--- config.mk ---
export PLATFORM = sky130hd
export DESIGN_NAME = exc_pipe_chain
export DESIGN_NICKNAME = d
export VERILOG_FILES = /design/src/rtl/exc_pkg.sv /design/src/rtl/exc_slot_reg.sv /design/src/rtl/exc_pipe_chain.sv
export SDC_FILE = /design/constraint.sdc
export NUM_CORES = 1
export LEC_CHECK = 0
export CAP_MARGIN = 0
export CORE_MARGIN = 4
export CORE_UTILIZATION = 43
export DETAILED_ROUTE_END_ITERATION = 7
export PLACE_DENSITY_LB_ADDON = 0.15
export SLEW_MARGIN = 25
export SYNTH_ARGS = -nofsm -noshare
export SYNTH_HDL_FRONTEND = slang
export SYNTH_SLANG_ARGS = --single-unit
--- constraint.sdc ---
create_clock -name clk -period 3.46 [get_ports clk]
set_clock_uncertainty 0.05 [all_clocks]
set_input_delay 1.038 -clock clk [delete_from_list [all_inputs] [get_ports clk]]
set_output_delay 1.038 -clock clk [all_outputs]
set_load 0.01 [all_outputs]
--- src/rtl/exc_pkg.sv ---
// Shared constants for the exception-carry pipeline: ExcCode width and the
// CP0 Cause.ExcCode values used by the core.
package exc_pkg;

  localparam int unsigned EXC_CODE_W = 5;

  localparam logic [EXC_CODE_W-1:0] EXC_INT  = 5'd0;
  localparam logic [EXC_CODE_W-1:0] EXC_ADEL = 5'd4;
  localparam logic [EXC_CODE_W-1:0] EXC_ADES = 5'd5;
  localparam logic [EXC_CODE_W-1:0] EXC_RI   = 5'd10;
  localparam logic [EXC_CODE_W-1:0] EXC_OV   = 5'd12;

endpackage

--- src/rtl/exc_slot_reg.sv ---
// One pipeline-boundary exception slot: merges the carried exception with a new
// detection, then registers it with reset > flush > hold > load. EXC_PC_TRACK_EN adds {pc, bd}.
module exc_slot_reg
  import exc_pkg::*;
#(
  parameter int unsigned CODE_W   = EXC_CODE_W,
  parameter int unsigned NEW_WINS = 0
`ifdef EXC_PC_TRACK_EN
  ,
  parameter int unsigned PC_W     = 32
`endif
) (
  input  logic              clk,
  input  logic              reset,
  input  logic              hold,
  input  logic              flush,
  input  logic              in_valid,
  input  logic [CODE_W-1:0] in_code,
  input  logic              det_valid,
  input  logic [CODE_W-1:0] det_code,
`ifdef EXC_PC_TRACK_EN
  input  logic [PC_W-1:0]   in_pc,
  input  logic              in_bd,
  input  logic [PC_W-1:0]   pc_in,
  input  logic              bd_in,
  output logic [PC_W-1:0]   slot_pc,
  output logic              slot_bd,
`endif
  output logic              slot_valid,
  output logic [CODE_W-1:0] slot_code
);

  logic              use_in;
  logic              m_valid;
  logic [CODE_W-1:0] m_code;
  logic              valid_d, valid_q;
  logic [CODE_W-1:0] code_d, code_q;
`ifdef EXC_PC_TRACK_EN
  logic [PC_W-1:0]   m_pc, pc_d, pc_q;
  logic              m_bd, bd_d, bd_q;
`endif

  // use_in: the carried exception survives the merge
  always_comb begin
    use_in  = in_valid & ~((NEW_WINS != 0) & det_valid);
    m_valid = in_valid | det_valid;
    m_code  = '0;
    if (use_in)
      m_code = in_code;
    else if (det_valid)
      m_code = det_code;
  end

  always_comb begin
    valid_d = valid_q;
    code_d  = code_q;
    if (reset || flush) begin
      valid_d = 1'b0;
      code_d  = '0;
    end else if (!hold) begin
      valid_d = m_valid;
      code_d  = m_code;
    end
  end

  always_ff @(posedge clk) begin
    valid_q <= valid_d;
    code_q  <= code_d;
  end

  assign slot_valid = valid_q;
  assign slot_code  = code_q;

`ifdef EXC_PC_TRACK_EN
  // Without a surviving carried exception the slot tracks this stage's PC, so interrupts get an EPC.
  always_comb begin
    m_pc = use_in ? in_pc : pc_in;
    m_bd = use_in ? in_bd : bd_in;
    pc_d = pc_q;
    bd_d = bd_q;
    if (reset || flush) begin
      pc_d = '0;
      bd_d = 1'b0;
    end else if (!hold) begin
      pc_d = m_pc;
      bd_d = m_bd;
    end
  end

  always_ff @(posedge clk) begin
    pc_q <= pc_d;
    bd_q <= bd_d;
  end

  assign slot_pc = pc_q;
  assign slot_bd = bd_q;
`endif

endmodule

--- src/rtl/exc_pipe_chain.sv ---
// Exception-carry pipeline for the 5-stage core: NSTAGE chained exception slots feeding CP0.
// Optional EXC_PC_TRACK_EN carries PC/branch-delay state and produces EPC/Cause.BD.
module exc_pipe_chain
  import exc_pkg::*;
#(
  parameter int unsigned NSTAGE   = 4,
  parameter int unsigned CODE_W   = EXC_CODE_W,
  parameter int unsigned NEW_WINS = 0,
  parameter int unsigned PC_W     = 32
) (
  input  logic                     clk,
  input  logic                     reset,
  input  logic [NSTAGE-1:0]        hold,
  input  logic [NSTAGE-1:0]        flush,
  input  logic [NSTAGE-1:0]        det_valid,
  input  logic [NSTAGE*CODE_W-1:0] det_code,
`ifdef EXC_PC_TRACK_EN
  input  logic [NSTAGE*PC_W-1:0]   pc_in,
  input  logic [NSTAGE-1:0]        bd_in,
  output logic [PC_W-1:0]          exc_epc,
  output logic                     exc_bd,
`endif
  output logic [NSTAGE-1:0]        slot_valid,
  output logic [NSTAGE*CODE_W-1:0] slot_code,
  output logic                     exc_take,
  output logic [CODE_W-1:0]        exc_code,
  output logic                     exc_pending
);

  if (NSTAGE < 2 || PC_W < 3) begin : g_param_chk
    $error("exc_pipe_chain: NSTAGE must be >= 2 and PC_W >= 3");
  end

`ifdef EXC_PC_TRACK_EN
  logic [NSTAGE*PC_W-1:0] slot_pc;
  logic [NSTAGE-1:0]      slot_bd;
`endif

  for (genvar i = 0; i < NSTAGE; i++) begin : g_slot
    logic              up_valid;
    logic [CODE_W-1:0] up_code;
`ifdef EXC_PC_TRACK_EN
    logic [PC_W-1:0]   up_pc;
    logic              up_bd;
`endif

    // Slot 0 has no upstream: its carried input is a permanent bubble.
    if (i == 0) begin : g_head
      assign up_valid = 1'b0;
      assign up_code  = '0;
`ifdef EXC_PC_TRACK_EN
      assign up_pc    = '0;
      assign up_bd    = 1'b0;
`endif
    end else begin : g_body
      assign up_valid = slot_valid[i-1];
      assign up_code  = slot_code[(i-1)*CODE_W +: CODE_W];
`ifdef EXC_PC_TRACK_EN
      assign up_pc    = slot_pc[(i-1)*PC_W +: PC_W];
      assign up_bd    = slot_bd[i-1];
`endif
    end

    exc_slot_reg #(
      .CODE_W   (CODE_W),
      .NEW_WINS (NEW_WINS)
`ifdef EXC_PC_TRACK_EN
      ,
      .PC_W     (PC_W)
`endif
    ) u_slot (
      .clk        (clk),
      .reset      (reset),
      .hold       (hold[i]),
      .flush      (flush[i]),
      .in_valid   (up_valid),
      .in_code    (up_code),
      .det_valid  (det_valid[i]),
      .det_code   (det_code[i*CODE_W +: CODE_W]),
`ifdef EXC_PC_TRACK_EN
      .in_pc      (up_pc),
      .in_bd      (up_bd),
      .pc_in      (pc_in[i*PC_W +: PC_W]),
      .bd_in      (bd_in[i]),
      .slot_pc    (slot_pc[i*PC_W +: PC_W]),
      .slot_bd    (slot_bd[i]),
`endif
      .slot_valid (slot_valid[i]),
      .slot_code  (slot_code[i*CODE_W +: CODE_W])
    );
  end

  assign exc_take    = slot_valid[NSTAGE-1];
  assign exc_code    = slot_code[(NSTAGE-1)*CODE_W +: CODE_W];
  assign exc_pending = |slot_valid[NSTAGE-2:0];

`ifdef EXC_PC_TRACK_EN
  // A branch-delay-slot exception restarts at the branch, one word back.
  assign exc_bd  = slot_bd[NSTAGE-1];
  assign exc_epc = exc_bd ? slot_pc[(NSTAGE-1)*PC_W +: PC_W] - PC_W'(4)
                          : slot_pc[(NSTAGE-1)*PC_W +: PC_W];
`endif

endmodule

==> run summary, run 1 <==
• Post-Syn Area per Cell: 9.685 um^2
• critical path's slowest cell: sky130_fd_sc_hd__clkdlybuf4s50_1
• list of cells traversed by the critical path: or3_1 > clkdlybuf4s50_1
• RePlAce Congestion: 0.7579
• total grt overflow: 0
• buffer cell driving the clock tree root: sky130_fd_sc_hd__clkbuf_4
• pin slew with the least headroom to its limit: 0.5313 ns
• part of the total power dissipated in the clock network: 0.223
• die boundary width: 63.14 um
• fill cell total of the finished layout: 239
• most numerous cell in the Yosys netlist: sky130_fd_sc_hd__dfxtp_1
• leakage component of the power: 0.6043 nW
• DRC violations left: 0
• area growth from synthesis to final layout: 40.86%
• Hold Buf Count CTS: 0
• area inside the core boundary: 2829 um^2
• share of the synthesized area in the top cell type: 0.3675
• most used standard cells in the synthesized netlist: sky130_fd_sc_hd__dfxtp_1, sky130_fd_sc_hd__a21oi_1, sky130_fd_sc_hd__nand3b_1
• Internal: 0.0004023 W
• logic depth of the worst register-to-register path: 2
• gr usage total: 0.1637
• number of inserted diodes: 0
• Via density: 5.404
• minimum period implied by the final worst setup slack: 2.744 ns
• clock slew seen by the registers of the worst setup and hold paths: 0.13 ns
• max-slew violations: 0
• number of nets in the synthesized netlist: 169
• combinational share of power: 0.235
• Endpoint, Worst Hold: g_slot[0].u_slot.slot_code[0]
• Post-Synthesis Cell Area: 1308 um^2
• placement-stage worst setup slack: 1.058 ns
• number of DRC markers in iteration 0: 36
• number of sinks driven by the clock tree: 24
• share of total power consumed by net switching: 0.2661
• Synth Flop Type: sky130_fd_sc_hd__dfxtp_1
• Maximum Capacitance Violations: 0
• quantity of I/O buffers inserted on ports: 64
• startpoint of the worst hold path: g_slot[0].u_slot.slot_code[0]
• maximum number of pins on one net before global-route repair: 15
• buffer count from post-CTS setup fixing: 0
• critical path type: flop to primary output
• category of the worst setup path capture point: primary output
• IR Drop Worst-Case VDD: 185.7 uV
• register share of total power: 0.542
• switching power summed over all nets: 0.0001459 W
• setup repair after global routing missed its margin: no
• Worst path max stage delay: 0.48 ns
• Worst Slack Setup Final: 0.7160 ns
• number of enable flip-flop cells after synthesis: 0
• HPWL after detailed placement: 2632 um
• worst rel slew slack: 0.6447
• cts repair resizes: 0
• hold path cells: 2
• Layout Cells excl Fill: 213
• # setup viols final: 0
• proportion of layout cells with a drive suffix above 1: 0.1209
• async set or reset register ratio after synthesis: 0
• wire length of the first global-routing pass: 5313 um
• iteration count of the initial detailed-routing pass: 4
• Worst Path Required: 2.37 ns
• WL per Instance: 15.37 um
• number of rows in the core area: 19
• highest net fanout along the worst path: 14
• endpoint of the worst-slack reg-to-reg timing path: g_slot[1].u_slot.slot_code[1]
• warning count from the yosys run: 0
• Synth area leaders: sky130_fd_sc_hd__dfxtp_1, sky130_fd_sc_hd__a221oi_2, sky130_fd_sc_hd__nand3b_1, sky130_fd_sc_hd__a21oi_1, sky130_fd_sc_hd__buf_4
• Longest Clk Path Bufs: 2
• final routed wirelength across all metal layers: 3274 um
• number of buffers added by the clock tree synthesis step: 3
• Yosys cell types: 17
• R2R Path Start: g_slot[0].u_slot.slot_valid
• sequential share of the synthesized area: 0.3675
• fin crit share: 0.7931
• via count of the first global-routing pass: 1,180
• detailed-route via count: 1,151
• top-level I/O count: 65
• TritonCTS clock tree: built
• DRT antenna net count: 0
• deepest level of the CTS H-tree: 1
• result of the run: completed
• Critical Path Source Type: flop
• setup total negative slack: 0 ns
• library cell occupying the most area in the post-synthesis netlist: sky130_fd_sc_hd__dfxtp_1
• peak clock frequency supported by timing: 364.4 MHz
• Initial Util: 0.4622
• power per cell area: 297.6 nW/um^2
• register-to-register setup slack: 2.31 ns
• number of antenna violations at the first check in global routing: 0
• dpl cells: 210
• final-stage net count: 218
• kind of path behind the tightest hold check: flop to flop
• die area: 3987 um^2
• Worst Path Arrival: 1.66 ns
• Clk Latency, worst-skew pair: 0.31 ns
• flops & latches, synth: 24
• Cells after Synth: 135
• Hold Vio Cnt, Final: 0
• height of the chip: 63.14 um
## how the worst max path moves through the flow
| stage | slack [ns] | endpoint | start | depth (start not counted) |
|---|---|---|---|---|
| floorplan | 1.52 | exc_pending | g_slot[2].u_slot.slot_valid | 2 |
| global placement | 1.09 | exc_pending | g_slot[2].u_slot.slot_valid | 2 |
| detailed placement | 1.06 | exc_pending | g_slot[2].u_slot.slot_valid | 2 |
| CTS | 0.70 | exc_pending | g_slot[2].u_slot.slot_valid | 2 |
| global route | 0.62 | exc_pending | g_slot[2].u_slot.slot_valid | 2 |
| finish | 0.72 | exc_pending | g_slot[2].u_slot.slot_valid | 2 |
## layout make-up
cell class	count	area [um^2]	share of cell area
multi-input combinational	76	603.1	0.3274
clock buffer	3	22.52	0.01223
timing repair buffer	64	640.6	0.3478
tap	31	38.79	0.02106
inverter	15	56.30	0.03057
sequential	24	480.5	0.2609
## routing by layer
metal,up-vias,GRT usage,routed length [um]
li1,561,-,-
met1,543,0.1600,1256
met2,43,0.3267,1776
met3,4,0.03908,212
met4,0,0.05785,29
met5,-,0,0
## power groups by stage
stage	Sequential, W	Clock [W]	Combinational [W]
floorplan	0.000303	0	0.0000663
global placement	0.000302	0	0.000126
detailed placement	0.000303	0	0.000129
CTS	0.000297	0.000126	0.000130
global route	0.000299	0.000136	0.000138
finish	0.000297	0.000122	0.000129
## kinds of logic (layout without fill, tap and decap cells)
group	after synthesis	after routing	share of synthesized area
AOI/OAI and AO/OA	35	35	0.2488
buffers and inverters	35	82	0.1713
DFF	24	24	0.3675
muxes	1	1	0.007656
and+or+nand+nor	40	40	0.2048
## registers in the layout (all words and copies together) (netlist names)
name,flops
g_slot.u_slot.slot_valid,4
g_slot.u_slot.slot_code,20
## placed cells by master, fill, tap and decap left out
master | netlist | routed
sky130_fd_sc_hd__a21oi_1 | 20 | 20
sky130_fd_sc_hd__a221oi_2 | 15 | 15
sky130_fd_sc_hd__clkbuf_4 | 0 | 3
sky130_fd_sc_hd__clkdlybuf4s50_1 | 0 | 64
sky130_fd_sc_hd__dfxtp_1 | 24 | 24
sky130_fd_sc_hd__inv_1 | 15 | 15
sky130_fd_sc_hd__mux2i_1 | 1 | 1
sky130_fd_sc_hd__nand2_1 | 5 | 5
sky130_fd_sc_hd__nand3b_1 | 20 | 20
sky130_fd_sc_hd__nor2_1 | 1 | 1
sky130_fd_sc_hd__nor2b_1 | 3 | 3
sky130_fd_sc_hd__nor3_1 | 3 | 3
sky130_fd_sc_hd__nor3_2 | 3 | 3
sky130_fd_sc_hd__or2_1 | 3 | 3
sky130_fd_sc_hd__or2_2 | 1 | 1
sky130_fd_sc_hd__or3_1 | 1 | 1
## stage by stage
stage / util / instance area (um^2) / hold slack [ns] / total power, W
global placement: 0.6431 / 1819 / 0.4104 / 0.0004284
finish: 0.6510 / 1842 / 0.4364 / 0.0005482
CTS: 0.6510 / 1842 / 0.4400 / 0.0005526
detailed placement: 0.6431 / 1819 / 0.4206 / 0.0004323
floorplan: - / 1308 / 0.4378 / 0.0003695
global route: 0.6510 / 1842 / 0.4702 / 0.0005735
## worst max-delay path: cells and delay by family, from the launching register on
| family | cells | cell delay [ns] |
|---|---|---|
| flip-flops | 1 | 0.45 |
| buffers and inverters | 1 | 0.48 |
| AND/OR/NAND/NOR | 1 | 0.42 |
Power figures use the tool's default switching activity.
==> run 2, diff against run 1 <==
Settings changed: CORE_UTILIZATION 43 to 36.
Clock period 3.46 ns to 2.35 ns, I/O delays scaled along.
==> run 2 against run 1 <==
Compared with the run above:
- wire length fell by 5.0%
- worst hold slack gained 0.0039 ns
- sequential cell count unchanged
- core utilization shrank 9.2 points
- setup slack worse by 0.52 ns
- sequential share of layout area fell by 0.86 points
- first-iteration DRC count shrank 50%
- power rose by 69%
- sequential power is 46% higher
- critical endpoint is now slot_valid[2]
- largest cell class unchanged
==> run summary, run 2 (same netlist as run 1, synthesis figures left out) <==
• die area: 4660 um^2, +17%
• DRC violations left: 0, unchanged
• via count of the first global-routing pass: 1,155, -2.1%
• maximum number of pins on one net before global-route repair: 15, unchanged
• critical path type: flop to primary output
• kind of path behind the tightest hold check: flop to flop
• max FFs per register: 20, unchanged
• number of buffers added by the clock tree synthesis step: 3, unchanged
• setup repair after global routing missed its margin: no
• most frequent standard cell in the layout excluding fill and tap cells: sky130_fd_sc_hd__clkdlybuf4s50_1
• placement-stage worst setup slack: 0.2958 ns, -0.7617 ns
• leakage component of the power: 0.6433 nW, +6.5%
• wire length of the first global-routing pass: 5071 um, -4.6%
• Endpoint, Worst Hold: g_slot[0].u_slot.slot_code[0]
• final-stage net count: 220, +0.92%
• area inside the core boundary: 3416 um^2, +21%
• setup total negative slack: 0 ns, unchanged
• minimum period implied by the final worst setup slack: 2.155 ns
• TritonCTS clock tree: built
• proportion of layout cells with a drive suffix above 1: 0.1405, +0.01966
• final cell utilization of the core: 0.5590, -0.09207
• worst rel slew slack: 0.6563, +0.01156
• Initial Util: 0.3828, -0.07940
• Hold Buf Count CTS: 0, unchanged
• buffer count from post-CTS setup fixing: 0, unchanged
• # setup viols final: 0, unchanged
• RePlAce Congestion: 0.6884, -9.2%
• quantity of I/O buffers inserted on ports: 64, unchanged
• peak clock frequency supported by timing: 464.0 MHz
• result of the run: completed
• Via density: 4.779, -12%
• Longest Clk Path Bufs: 2, unchanged
• Worst Path Arrival: 1.40 ns, -0.26 ns
• fill cell total of the finished layout: 326, +36%
• Worst Slack Setup Final: 0.1948 ns, -0.5212 ns
• gr usage total: 0.1448, -0.01887
• number of inserted diodes: 0, unchanged
• category of the worst setup path capture point: primary output
• cts repair resizes: 1, +1
• hold path cells: 2, unchanged
• highest net fanout along the worst path: 13, -1
• clock slew seen by the registers of the worst setup and hold paths: 0.13 ns, about the same
• number of rows in the core area: 21, +2
• deepest level of the CTS H-tree: 1, unchanged
• area growth from synthesis to final layout: 46.03%
• number of DRC markers in iteration 0: 18, -50%
• die boundary width: 68.27 um, +8.1%
• Worst Path Required: 1.59 ns, -0.78 ns
• Clk Latency, worst-skew pair: 0.32 ns, about the same
• fin crit share: 0.9171
• DRT antenna net count: 0, unchanged
• detailed-route via count: 1,104, -4.1%
• final routed wirelength across all metal layers: 3110 um, -5.0%
• power per cell area: 483.9 nW/um^2, +63%
• Maximum Capacitance Violations: 0, unchanged
• Hold Vio Cnt, Final: 0, unchanged
• most used cells in the layout excluding fill and tap cells: sky130_fd_sc_hd__clkdlybuf4s50_1, sky130_fd_sc_hd__dfxtp_1, sky130_fd_sc_hd__nand3b_1, sky130_fd_sc_hd__a21oi_1
• total grt overflow: 0, unchanged
• IR Drop Worst-Case VDD: 267.3 uV, +44%
• number of antenna violations at the first check in global routing: 0, unchanged
• iteration count of the initial detailed-routing pass: 4, unchanged
• startpoint of the worst hold path: g_slot[0].u_slot.slot_code[0]
• height of the chip: 68.27 um, +8.1%
• top-level I/O count: 65, unchanged
• pin slew with the least headroom to its limit: 0.5140 ns, -0.01728 ns
• max-slew violations: 0, unchanged
• HPWL after detailed placement: 2545 um, -3.3%
• Critical Path Source Type: flop
• endpoint of the worst-slack reg-to-reg timing path: g_slot[3].u_slot.slot_code[4]
• register-to-register setup slack: 1.28 ns, -1.03 ns
• R2R Path Start: g_slot[2].u_slot.slot_valid
• WL per Instance: 13.46 um, -12%
• buffer cell driving the clock tree root: sky130_fd_sc_hd__clkbuf_4
• logic depth of the worst register-to-register path: 3, +1
• number of sinks driven by the clock tree: 24, unchanged
run 2: stage by stage:
step / hold WS, ns / total power, W / cell area, um^2 / std cells
floorplan: 0.4378 / 0.0005440 / 1308 / 135
global placement: 0.4110 / 0.0006332 / 1853 / 227
detailed placement: 0.4214 / 0.0006384 / 1853 / 227
CTS: 0.4400 / 0.0009382 / 1907 / 231
global route: 0.4670 / 0.0009736 / 1909 / 231
finish: 0.4403 / 0.0009240 / 1909 / 231
run 2: area by class of cell:
class | count | area (um^2) | area share
multi-input cells | 76 | 603.1 | 0.3159
repair buffers | 66 | 658.1 | 0.3447
flip-flops and latches | 24 | 481.7 | 0.2523
clock inverters | 1 | 30.03 | 0.01573
inverters | 15 | 56.30 | 0.02949
clock buffers | 3 | 22.52 | 0.01180
well taps | 46 | 57.56 | 0.03014
run 2: worst max-delay path by stage:
stage                                          endpoint  depth (start not counted)  slack [ns]                         from
after floorplan                             exc_pending                          2        0.74  g_slot[2].u_slot.slot_valid
after global placement                      exc_pending                          2        0.35  g_slot[0].u_slot.slot_valid
after detailed placement  g_slot[3].u_slot.slot_code[4]                          3        0.30                      hold[3]
after CTS                                   exc_pending                          2       0.007  g_slot[0].u_slot.slot_valid
after global routing                      slot_valid[2]                          2        0.09  g_slot[2].u_slot.slot_valid
final                                     slot_valid[2]                          2        0.19  g_slot[2].u_slot.slot_valid
run 2: worst max-delay path, stage by stage, from the launching register on:
cell,delay [ns]
sky130_fd_sc_hd__dfxtp_1,0.35
sky130_fd_sc_hd__buf_4,0.18
sky130_fd_sc_hd__clkdlybuf4s50_1,0.55
run 2: power by group:
part	total (W)	switching (W)	internal, W
sequential	0.000433	0.0000114	0.000422
combinational	0.000194	0.0000815	0.000112
clock	0.000297	0.000125	0.000172
total	0.000924	0.000217	0.000707
run 2: layer usage:
metal | track usage | part of all wire | vias to the layer above
li1 | - | - | 568
met1 | 0.1463 | 0.39 | 488
met2 | 0.2780 | 0.53 | 42
met3 | 0.03448 | 0.063 | 6
met4 | 0.06203 | 0.017 | 0
met5 | 0 | 0 | -
==> run 3, diff against run 2 <==
Settings changed: ABC_CLOCK_PERIOD_IN_PS set to 2350.
==> results of run 3 <==
Same layout as run 2: the final DEF is identical, and so are final timing and power.
